`config.mk`:
```
export PLATFORM = sky130hd
export DESIGN_NAME = tag_lookup_ctrl
export DESIGN_NICKNAME = d
export VERILOG_FILES = /design/src/rtl/tag_lookup_ctrl.sv
export SDC_FILE = /design/constraint.sdc
export NUM_CORES = 1
export LEC_CHECK = 0
export ABC_CLOCK_PERIOD_IN_PS = 2200
export BUFFER_PORTS_ARGS = -buffer_cell sky130_fd_sc_hd__buf_2
export CAP_MARGIN = 20
export CORE_MARGIN = 5
export CORE_UTILIZATION = 38
export DETAILED_ROUTE_END_ITERATION = 10
export PLACE_DENSITY = 0.73
export SKIP_CTS_REPAIR_TIMING = 1
export SLEW_MARGIN = 20
export SYNTH_ARGS = -nofsm -noshare
export SYNTH_HDL_FRONTEND = slang
export SYNTH_SLANG_ARGS = --single-unit
```
`constraint.sdc`:
```
create_clock -name clock -period 2.2 [get_ports clock]
set_clock_uncertainty 0.1 [all_clocks]
set_input_delay 0.22 -clock clock [delete_from_list [all_inputs] [get_ports clock]]
set_output_delay 0.22 -clock clock [all_outputs]
set_load 0.01 [all_outputs]
```
`src/rtl/tag_lookup_ctrl.sv`:
```
// tag_lookup_ctrl: set-associative tag lookup front end.
// Reads every way of the indexed set, resolves hit/victim, forwards tag
// writes, and sweeps the tag arrays to zero after reset or on flush.
module tag_lookup_ctrl #(
  parameter int ID         = 0,
  parameter int data_width = 28,
  parameter int data_depth = 16,
  parameter int NUM_WAYS   = 4,
  localparam int IW = $clog2(data_depth),
  localparam int WW = $clog2(NUM_WAYS),
  localparam int TW = data_width - 2
) (
  input  logic                           clock,
  input  logic                           reset,

  input  logic                           req_valid,
  output logic                           req_ready,
  input  logic [IW-1:0]                  req_index,
  input  logic [TW-1:0]                  req_tag,

  output logic                           resp_valid,
  input  logic                           resp_ready,
  output logic                           resp_hit,
  output logic [WW-1:0]                  resp_way,
  output logic                           resp_dirty,
  output logic [WW-1:0]                  resp_victim_way,
  output logic [TW-1:0]                  resp_victim_tag,

  input  logic                           upd_valid,
  output logic                           upd_ready,
  input  logic [WW-1:0]                  upd_way,
  input  logic [IW-1:0]                  upd_index,
  input  logic [data_width-1:0]          upd_data,

  input  logic                           flush_req,
  output logic                           flush_busy,

  output logic                           tag_read_en,
  output logic [IW-1:0]                  tag_read_addr,
  input  logic [NUM_WAYS*data_width-1:0] tag_read_data,

  output logic [NUM_WAYS-1:0]            tag_write_en,
  output logic [IW-1:0]                  tag_write_addr,
  output logic [data_width-1:0]          tag_write_data
);

  typedef enum logic [2:0] {
    INIT,
    IDLE,
    LOOKUP,
    RESP,
    FLUSH
  } state_t;

  localparam logic [IW-1:0] LAST_SET = IW'(data_depth - 1);
  localparam int VALID_BIT = data_width - 1;
  localparam int DIRTY_BIT = data_width - 2;

  // The instance number only matters for debug output in simulation.
  logic [31:0] unused_id;
  assign unused_id = ID;

  state_t          state_q, state_d;
  logic [IW-1:0]   cnt_q, cnt_d;
  logic [WW-1:0]   rr_q, rr_d;
  logic            pend_q, pend_d;
  logic [IW-1:0]   idx_q, idx_d;
  logic [TW-1:0]   tag_q, tag_d;

  logic            hit_q, hit_d;
  logic [WW-1:0]   way_q, way_d;
  logic            dirty_q, dirty_d;
  logic [WW-1:0]   vway_q, vway_d;
  logic [TW-1:0]   vtag_q, vtag_d;
  logic            full_q, full_d;

  logic            req_ready_q;
  logic            upd_ready_q;
  logic            flush_busy_q;
  logic            resp_valid_q;

  logic            req_fire;
  logic            upd_fire;
  logic            resp_fire;

  logic [data_width-1:0] way_entry [NUM_WAYS];

  logic            hit_c;
  logic            inv_c;
  logic [WW-1:0]   hit_way_c;
  logic [WW-1:0]   inv_way_c;
  logic [WW-1:0]   victim_c;
  logic [WW-1:0]   sel_c;

  assign req_fire  = req_valid && req_ready_q;
  assign upd_fire  = upd_valid && upd_ready_q;
  assign resp_fire = resp_valid_q && resp_ready;

  // Split the flat read bus into one entry per way.
  always_comb begin
    for (int w = 0; w < NUM_WAYS; w++) begin
      way_entry[w] = tag_read_data[w*data_width +: data_width];
    end
  end

  // Tag compare: lowest matching valid way wins; victim is lowest invalid way, else round-robin.
  always_comb begin
    hit_c     = 1'b0;
    inv_c     = 1'b0;
    hit_way_c = '0;
    inv_way_c = '0;
    for (int w = 0; w < NUM_WAYS; w++) begin
      if (!hit_c && way_entry[w][VALID_BIT] && (way_entry[w][TW-1:0] == tag_q)) begin
        hit_c     = 1'b1;
        hit_way_c = WW'(w);
      end
      if (!inv_c && !way_entry[w][VALID_BIT]) begin
        inv_c     = 1'b1;
        inv_way_c = WW'(w);
      end
    end
    victim_c = inv_c ? inv_way_c : rr_q;
    sel_c    = hit_c ? hit_way_c : victim_c;
  end

  // Next-state logic for the controller, sweep counter, pointer and response registers.
  always_comb begin
    state_d = state_q;
    cnt_d   = cnt_q;
    rr_d    = rr_q;
    pend_d  = pend_q;
    idx_d   = idx_q;
    tag_d   = tag_q;
    hit_d   = hit_q;
    way_d   = way_q;
    dirty_d = dirty_q;
    vway_d  = vway_q;
    vtag_d  = vtag_q;
    full_d  = full_q;

    if (flush_req && (state_q != IDLE)) begin
      pend_d = 1'b1;
    end

    case (state_q)
      INIT, FLUSH: begin
        cnt_d = cnt_q + IW'(1);
        if (cnt_q == LAST_SET) begin
          cnt_d   = '0;
          state_d = IDLE;
        end
      end

      IDLE: begin
        if (req_fire) begin
          idx_d   = req_index;
          tag_d   = req_tag;
          state_d = LOOKUP;
          if (flush_req) begin
            pend_d = 1'b1;
          end
        end else if (pend_q || flush_req) begin
          cnt_d   = '0;
          pend_d  = 1'b0;
          state_d = FLUSH;
        end
      end

      LOOKUP: begin
        // On a hit the victim fields are zeroed so the response is deterministic.
        hit_d   = hit_c;
        way_d   = hit_c ? hit_way_c : '0;
        dirty_d = way_entry[sel_c][DIRTY_BIT];
        vway_d  = hit_c ? '0 : victim_c;
        vtag_d  = hit_c ? '0 : way_entry[victim_c][TW-1:0];
        full_d  = !inv_c;
        state_d = RESP;
      end

      RESP: begin
        if (resp_fire) begin
          state_d = IDLE;
          if (!hit_q && full_q) begin
            rr_d = rr_q + WW'(1);
          end
        end
      end

      default: begin
        state_d = INIT;
      end
    endcase
  end

  // Single state register bank; handshake/status outputs are registered from the next state.
  always_ff @(posedge clock or negedge reset) begin
    if (!reset) begin
      state_q      <= INIT;
      cnt_q        <= '0;
      rr_q         <= '0;
      pend_q       <= 1'b0;
      idx_q        <= '0;
      tag_q        <= '0;
      hit_q        <= 1'b0;
      way_q        <= '0;
      dirty_q      <= 1'b0;
      vway_q       <= '0;
      vtag_q       <= '0;
      full_q       <= 1'b0;
      req_ready_q  <= 1'b0;
      upd_ready_q  <= 1'b0;
      flush_busy_q <= 1'b1;
      resp_valid_q <= 1'b0;
    end else begin
      state_q      <= state_d;
      cnt_q        <= cnt_d;
      rr_q         <= rr_d;
      pend_q       <= pend_d;
      idx_q        <= idx_d;
      tag_q        <= tag_d;
      hit_q        <= hit_d;
      way_q        <= way_d;
      dirty_q      <= dirty_d;
      vway_q       <= vway_d;
      vtag_q       <= vtag_d;
      full_q       <= full_d;
      req_ready_q  <= (state_d == IDLE);
      upd_ready_q  <= (state_d == IDLE) || (state_d == RESP);
      flush_busy_q <= (state_d == INIT) || (state_d == FLUSH);
      resp_valid_q <= (state_d == RESP);
    end
  end

  // Write port: the sweep owns it in INIT/FLUSH, otherwise accepted updates pass straight through.
  always_comb begin
    tag_write_en   = '0;
    tag_write_addr = '0;
    tag_write_data = '0;
    if ((state_q == INIT) || (state_q == FLUSH)) begin
      tag_write_en   = '1;
      tag_write_addr = cnt_q;
    end else if (upd_fire) begin
      tag_write_en   = {{(NUM_WAYS-1){1'b0}}, 1'b1} << upd_way;
      tag_write_addr = upd_index;
      tag_write_data = upd_data;
    end
  end

  assign tag_read_en     = (state_q == LOOKUP);
  assign tag_read_addr   = idx_q;

  assign req_ready       = req_ready_q;
  assign upd_ready       = upd_ready_q;
  assign flush_busy      = flush_busy_q;
  assign resp_valid      = resp_valid_q;
  assign resp_hit        = hit_q;
  assign resp_way        = way_q;
  assign resp_dirty      = dirty_q;
  assign resp_victim_way = vway_q;
  assign resp_victim_tag = vtag_q;

endmodule

```
# Yosys cells after proc, flatten, opt, wreduce, memory -nomap -nowiden
# Index checks and enable logic that the tools add are counted.
# W data, S select, Z words.
# totals
register_bits	77
inputBits	182
output_inout_bits	77
elab_cells	119
# classes
n_addsub	2
order_cmp	2
n_eq_ne	15
shifts	1
mux	45
bitwise	2
n_reduce_logical	36
# ops
operator	count
$bmux W28 S2	2
$eq A26 B26 Y1	4
$mux W26	3
$mux W28	2
$mux W27	2
$mux W4	7
$mux W2	8
$logic_and A1 B1 Y1	15
$mux W1	15
$mux W3	4
$pmux W3 S4	1
$logic_not A1 Y1	10
$eq A3 B2 Y1 const B	3
$pmux W4 S2	1
$eq A3 B1 Y1 const B	2
$eq A3 B3 Y1 const B	2
$ge A3 B3 Y1 const B	2
$logic_not A3 Y1	2
$not A2 Y3	2
$reduce_and A3 Y1	2
$add A4 B1 Y4 const B	1
$eq A4 B4 Y1 const B	1
$logic_or A1 B1 Y1	4
$ne A2 B2 Y1 const B	2
other kinds (6)	6

# Logic depth before layout (Yosys ltp)
# depth
ltp_word	20
mapped_depth	11
depth_no_buf	8

# Worst setup path after synthesis
# OpenSTA, ideal clock, no wires.
# synth_timing
path_kind	register to register
startpoint	reg tag_q[24]
endpoint	reg vway_q[1] (netlist: resp_victim_way[1])
setup_time_ns	0.121
arrival_time_ns	2.020
required_ns	1.979
slack_ns	-0.041
stages_incl_launch_ff	12
path_buffers	3
period_less_slack_ns	2.241
cell_sequence	dfrtp_1 -> buf_6 -> xor2_1 -> nor4_1 -> nand4_1 -> nor4_4 -> nor2b_2 -> nand3_2 -> nor2_2 -> buf_6 -> buf_6 -> a22o_1
# synth_between
elab_chain_cells	16
word_cells_on_any_way	19
cone_classes	eq/ne (4); mux (5); reduce/logical (10)
# synth_lines
item	line	text
start: declaration	68	logic [TW-1:0] tag_q, tag_d;
start signal: assignment	220	tag_q <= tag_d;
$eq A26 B26 Y1	113	if (!hit_c && way_entry[w][VALID_BIT] && (way_entry[w][TW-1:0] == tag_q)) begin
$logic_and A1 B1 Y1	113	
$mux W1	113	
$logic_not A1 Y1	113	
$logic_and A1 B1 Y1 (2 in a row)	113	
$mux W1	113	
$logic_not A1 Y1	113	
$logic_and A1 B1 Y1 (2 in a row)	113	
$mux W1	113	
$logic_not A1 Y1	113	
$logic_and A1 B1 Y1 (2 in a row)	113	
$mux W1 *	113	
$mux W2 *	174	vway_d = hit_c ? '0 : victim_c;
end signal: assignment	224	vway_q <= vway_d;
end: declaration	73	logic [WW-1:0] vway_q, vway_d;
# Every way passes the cells marked *; elsewhere a longest branch is shown, timed or not.
# A chain may end at the register's enable or synchronous reset.

# Worst setup path in the final report
# layout_timing
startpoint	reg tag_q[4]
endpoint	reg vtag_q[17] (netlist: resp_victim_tag[17])
# layout_between
elab_chain_cells	16
word_cells_on_any_way	19
cone_classes	eq/ne (4); mux (5); reduce/logical (10)
# layout_lines
item	line	text
$eq A26 B26 Y1	113	
$logic_and A1 B1 Y1	113	
$mux W1	113	
$logic_not A1 Y1	113	
$logic_and A1 B1 Y1 (2 in a row)	113	
$mux W1	113	
$logic_not A1 Y1	113	
$logic_and A1 B1 Y1 (2 in a row)	113	
$mux W1	113	
$logic_not A1 Y1	113	
$logic_and A1 B1 Y1 (2 in a row)	113	
$mux W1 *	113	
$mux W26 *	175	vtag_d = hit_c ? '0 : way_entry[victim_c][TW-1:0];
end signal: assignment	225	vtag_q <= vtag_d;
end: declaration	74	logic [TW-1:0] vtag_q, vtag_d;
# Marks and branches as above.

==> impl_results.md <==
- Ratio of final minimum period to clock period: 106%
- Data required time of the worst path: approximately 2.3 ns
- Net count of the finished layout: about 910
- Critical Path Start Type: flip-flop
- Endpoints failing hold: 0
- Antenna Nets Post-Route: 0
- Global-route wire length before repair: a little under 30000 um
- Core Region: approximately 13000 um2
- GR Overflow Total: 0
- Count of flip-flops with a built-in enable after synthesis: 0
- Worst Path Class, Setup: reg -> reg
- Global router's overall resource usage: 23.7%
- IO Pins: ~260
- Final HPWL DP: 16200 um
- Ratio of cells with drive above 1 in the final layout: between 50% and 60%
- Final min period: 2.33 ns
- Total instance count after detailed placement: 884
- Syn-to-layout area delta: 40.2%
- Antenna violations before repair: 2
- Setup WS post-layout: -0.134 ns
- Clock transition at the registers of the reported paths: ~0.06 ns
- Post-synthesis cell count: ~460
- Largest net degree at the start of global routing: 46
- Worst hold path type: in -> reg
- Max Cap Viol: 0
- Syn Area/Cell: between 10 and 15 um2
- Synth Cell Area: ~5200 um2
- Number of buffers created by CTS: 9
- Async set-reset flop share out of synthesis: 100%
- Arrival time worst endpoint: 2.46 ns
- Cell variety after synth: 43
- Via density per instance: between 5 and 6
- Final Instance Count excl. Fillers: 909
- Filler cell count: between 1000 and 1500
- Violated checks: setup timing
- Synthesis-stage register bit count: just under 80
- Proportion of synthesized chip area in sequential cells: 37.4%
- Outcome: complete, but fails checks
- Final core area utilization: 54.4%
- Clock Root Buffer: sky130_fd_sc_hd__clkbuf_16
- Total power consumption of the routed design: 5.28 mW
- Number of buffer cells added on primary ports: about 260
- # clock sinks: a little under 80
- Max Slew Vio Count: 0
- Static Leak: ~3.5 nW
- Post-Route Setup TNS: -3.48 ns
- Synth Net Count: between 600 and 700
- Highest net fanout along the worst path: 15
- Synth warnings: 0
- Number of setup violations in the final report: 29
- Detailed Route Iter0 Violations: around 300
- Detail-routed net length per standard cell: between 20 and 25 um
- Via count of the first global-routing pass: around 5000
- Peak clock frequency supported by timing: approximately 0.43 GHz
- Total via count after detailed routing: roughly 4800
- First-pass iteration count of the detailed router: 4
- Clock tree from TritonCTS: done
- Worst-skew pair later-pin latency: ~0.34 ns
- Global placement routability congestion: ~0.9
- Number of standard-cell rows in the floorplan: 42
- Vertical extent of the die: approximately 130 um
- Starting Density: approximately 39%
- Areal power density over the cells: roughly 730 nW/um2
- Die area: about 16000 um2
- Setup repair after global routing missed its margin: true
- Capturing element type of the critical path: flip-flop
- Headroom to the max-slew limit: between 60 and 70%
- Most used flip-flop cell after synthesis: sky130_fd_sc_hd__dfrtp_1
- Worst-Margin Slew: roughly 0.46 ns
- Post-route DRC: 0
- Sum of routed wire length over all layers: between 15000 and 20000 um
- Floorplan die width: approximately 130 um
- Most common cell after layout, fill and taps aside: sky130_fd_sc_hd__buf_2
- Leading cell types in the layout, fill and taps excluded: sky130_fd_sc_hd__buf_2 (257), sky130_fd_sc_hd__dfrtp_1 (71), sky130_fd_sc_hd__xnor2_1 (62)
- Max clock buf depth: 2
- Worst vdd rail ir drop: roughly 0.00036 V
- H-tree depth: 3
worst paths after layout:
kind | start | endpoint | slack (ns) | cells after the start
hold reg to reg | resp_way[0] | resp_way[0] | 0.37 | 2
min in group asynchronous | reset | cnt_q[2] | 0.28 | 2
hold / removal | req_tag[18] | tag_q[18] | 0.008 | 2
max in group asynchronous | reset | flush_busy | 1.06 | 3
setup reg to reg | tag_q[4] | resp_victim_tag[17] | -0.13 | 10
setup / recovery | tag_q[4] | resp_victim_tag[17] | -0.13 | 10
power breakdown:
part | total (mW) | internal, mW | switching (mW)
Combinational | 1.70 | 0.871 | 0.834
Clock | 1.55 | 0.918 | 0.635
Sequential | 2.02 | 1.74 | 0.277
Total | 5.28 | 3.53 | 1.75
worst max-delay path, stage by stage (launching register included):
cell and delay, ns:
sky130_fd_sc_hd__dfrtp_1 0.42, sky130_fd_sc_hd__xor2_2 0.18, sky130_fd_sc_hd__nor4_2 0.37, sky130_fd_sc_hd__nand4_1 0.20, sky130_fd_sc_hd__nor4_4 0.24, sky130_fd_sc_hd__buf_4 0.18
sky130_fd_sc_hd__nor2b_4 0.04, sky130_fd_sc_hd__nand3_2 0.09, sky130_fd_sc_hd__nor2_4 0.06, sky130_fd_sc_hd__buf_12 0.15, sky130_fd_sc_hd__a22o_1 0.18
synthesized netlist by cell type, types with 2 or more instances:
cell                       instances  area, um2
sky130_fd_sc_hd__a21oi_1           3       15.0
sky130_fd_sc_hd__nor2_1           10       37.5
sky130_fd_sc_hd__xor2_1           38        333
sky130_fd_sc_hd__o22ai_1           2       12.5
sky130_fd_sc_hd__mux2_2           30        338
sky130_fd_sc_hd__nand4_1          21        131
sky130_fd_sc_hd__nand2_1          19       71.3
sky130_fd_sc_hd__nand3_1           6       30.0
sky130_fd_sc_hd__a22o_1           33        289
sky130_fd_sc_hd__o21ai_0          10       50.1
sky130_fd_sc_hd__inv_1             5       18.8
sky130_fd_sc_hd__buf_4             3       22.5
sky130_fd_sc_hd__buf_2             8       40.0
sky130_fd_sc_hd__nor2b_1           2       12.5
sky130_fd_sc_hd__a31oi_1           2       12.5
sky130_fd_sc_hd__a21o_1            2       15.0
sky130_fd_sc_hd__nor3_1            3       15.0
sky130_fd_sc_hd__o21ai_1           2       10.0
sky130_fd_sc_hd__o31ai_1           3       22.5
sky130_fd_sc_hd__buf_1             4       15.0
sky130_fd_sc_hd__nor4_1           11       68.8
sky130_fd_sc_hd__xnor2_1          68        596
sky130_fd_sc_hd__dfrtp_1          76       1900
sky130_fd_sc_hd__mux4_2           26        586
sky130_fd_sc_hd__clkbuf_1         24       90.1
sky130_fd_sc_hd__buf_6             6       67.6
sky130_fd_sc_hd__or2_2             3       18.8
sky130_fd_sc_hd__and2_1           29        181
per-layer routing:
metal	GRT usage (%)	routed length, um
met1	29.5	7740
met2	39.6	9630
met3	6.22	1600
met4	9.09	497
met5	0	34
cell families after synthesis:
family,count (synthesis),share of synthesized area (%)
AOI/OAI and AO/OA,61,8.87
xor gates and xnor gates,106,18.0
adders and majority gates,1,0.242
buffers and inverters,50,4.92
DFF,77,37.4
muxes,57,18.2
and+or+nand+nor,112,12.4
state kept, by name (all words and copies together) (netlist names), 2 cells and up:
signal / count
resp_way: 2
tag_q: 26
rr_q: 2
state_q: 3
cnt_q: 4
resp_victim_way: 2
resp_victim_tag: 26
tag_read_addr: 4
area by class of cell:
class / count / area (um2) / share of cell area (%)
Multi-Input combinational cell: 337 / 3100 / 42.9
Sequential cell: 77 / 1930 / 26.7
Timing Repair Buffer: 296 / 1640 / 22.7
Clock buffer: 10 / 239 / 3.30
Tap cell: 176 / 220 / 3.04
Clock inverter: 6 / 71.3 / 0.986
Inverter: 5 / 18.8 / 0.259
Antenna cell: 2 / 5.00 / 0.0692
through the flow:
step / worst slack, ns / area, um2 / hold slack (ns)
final: -0.134 / 7240 / 0.00801
after global routing: -0.197 / 7230 / 0.0131
after CTS: -0.241 / 7080 / -0.264
after detailed placement: -0.231 / 6770 / 0.103
after global placement: -0.169 / 6770 / 0.0961
after floorplan: 0.0605 / 5160 / -0.176
No activity file was read; power rests on OpenSTA's default activity.
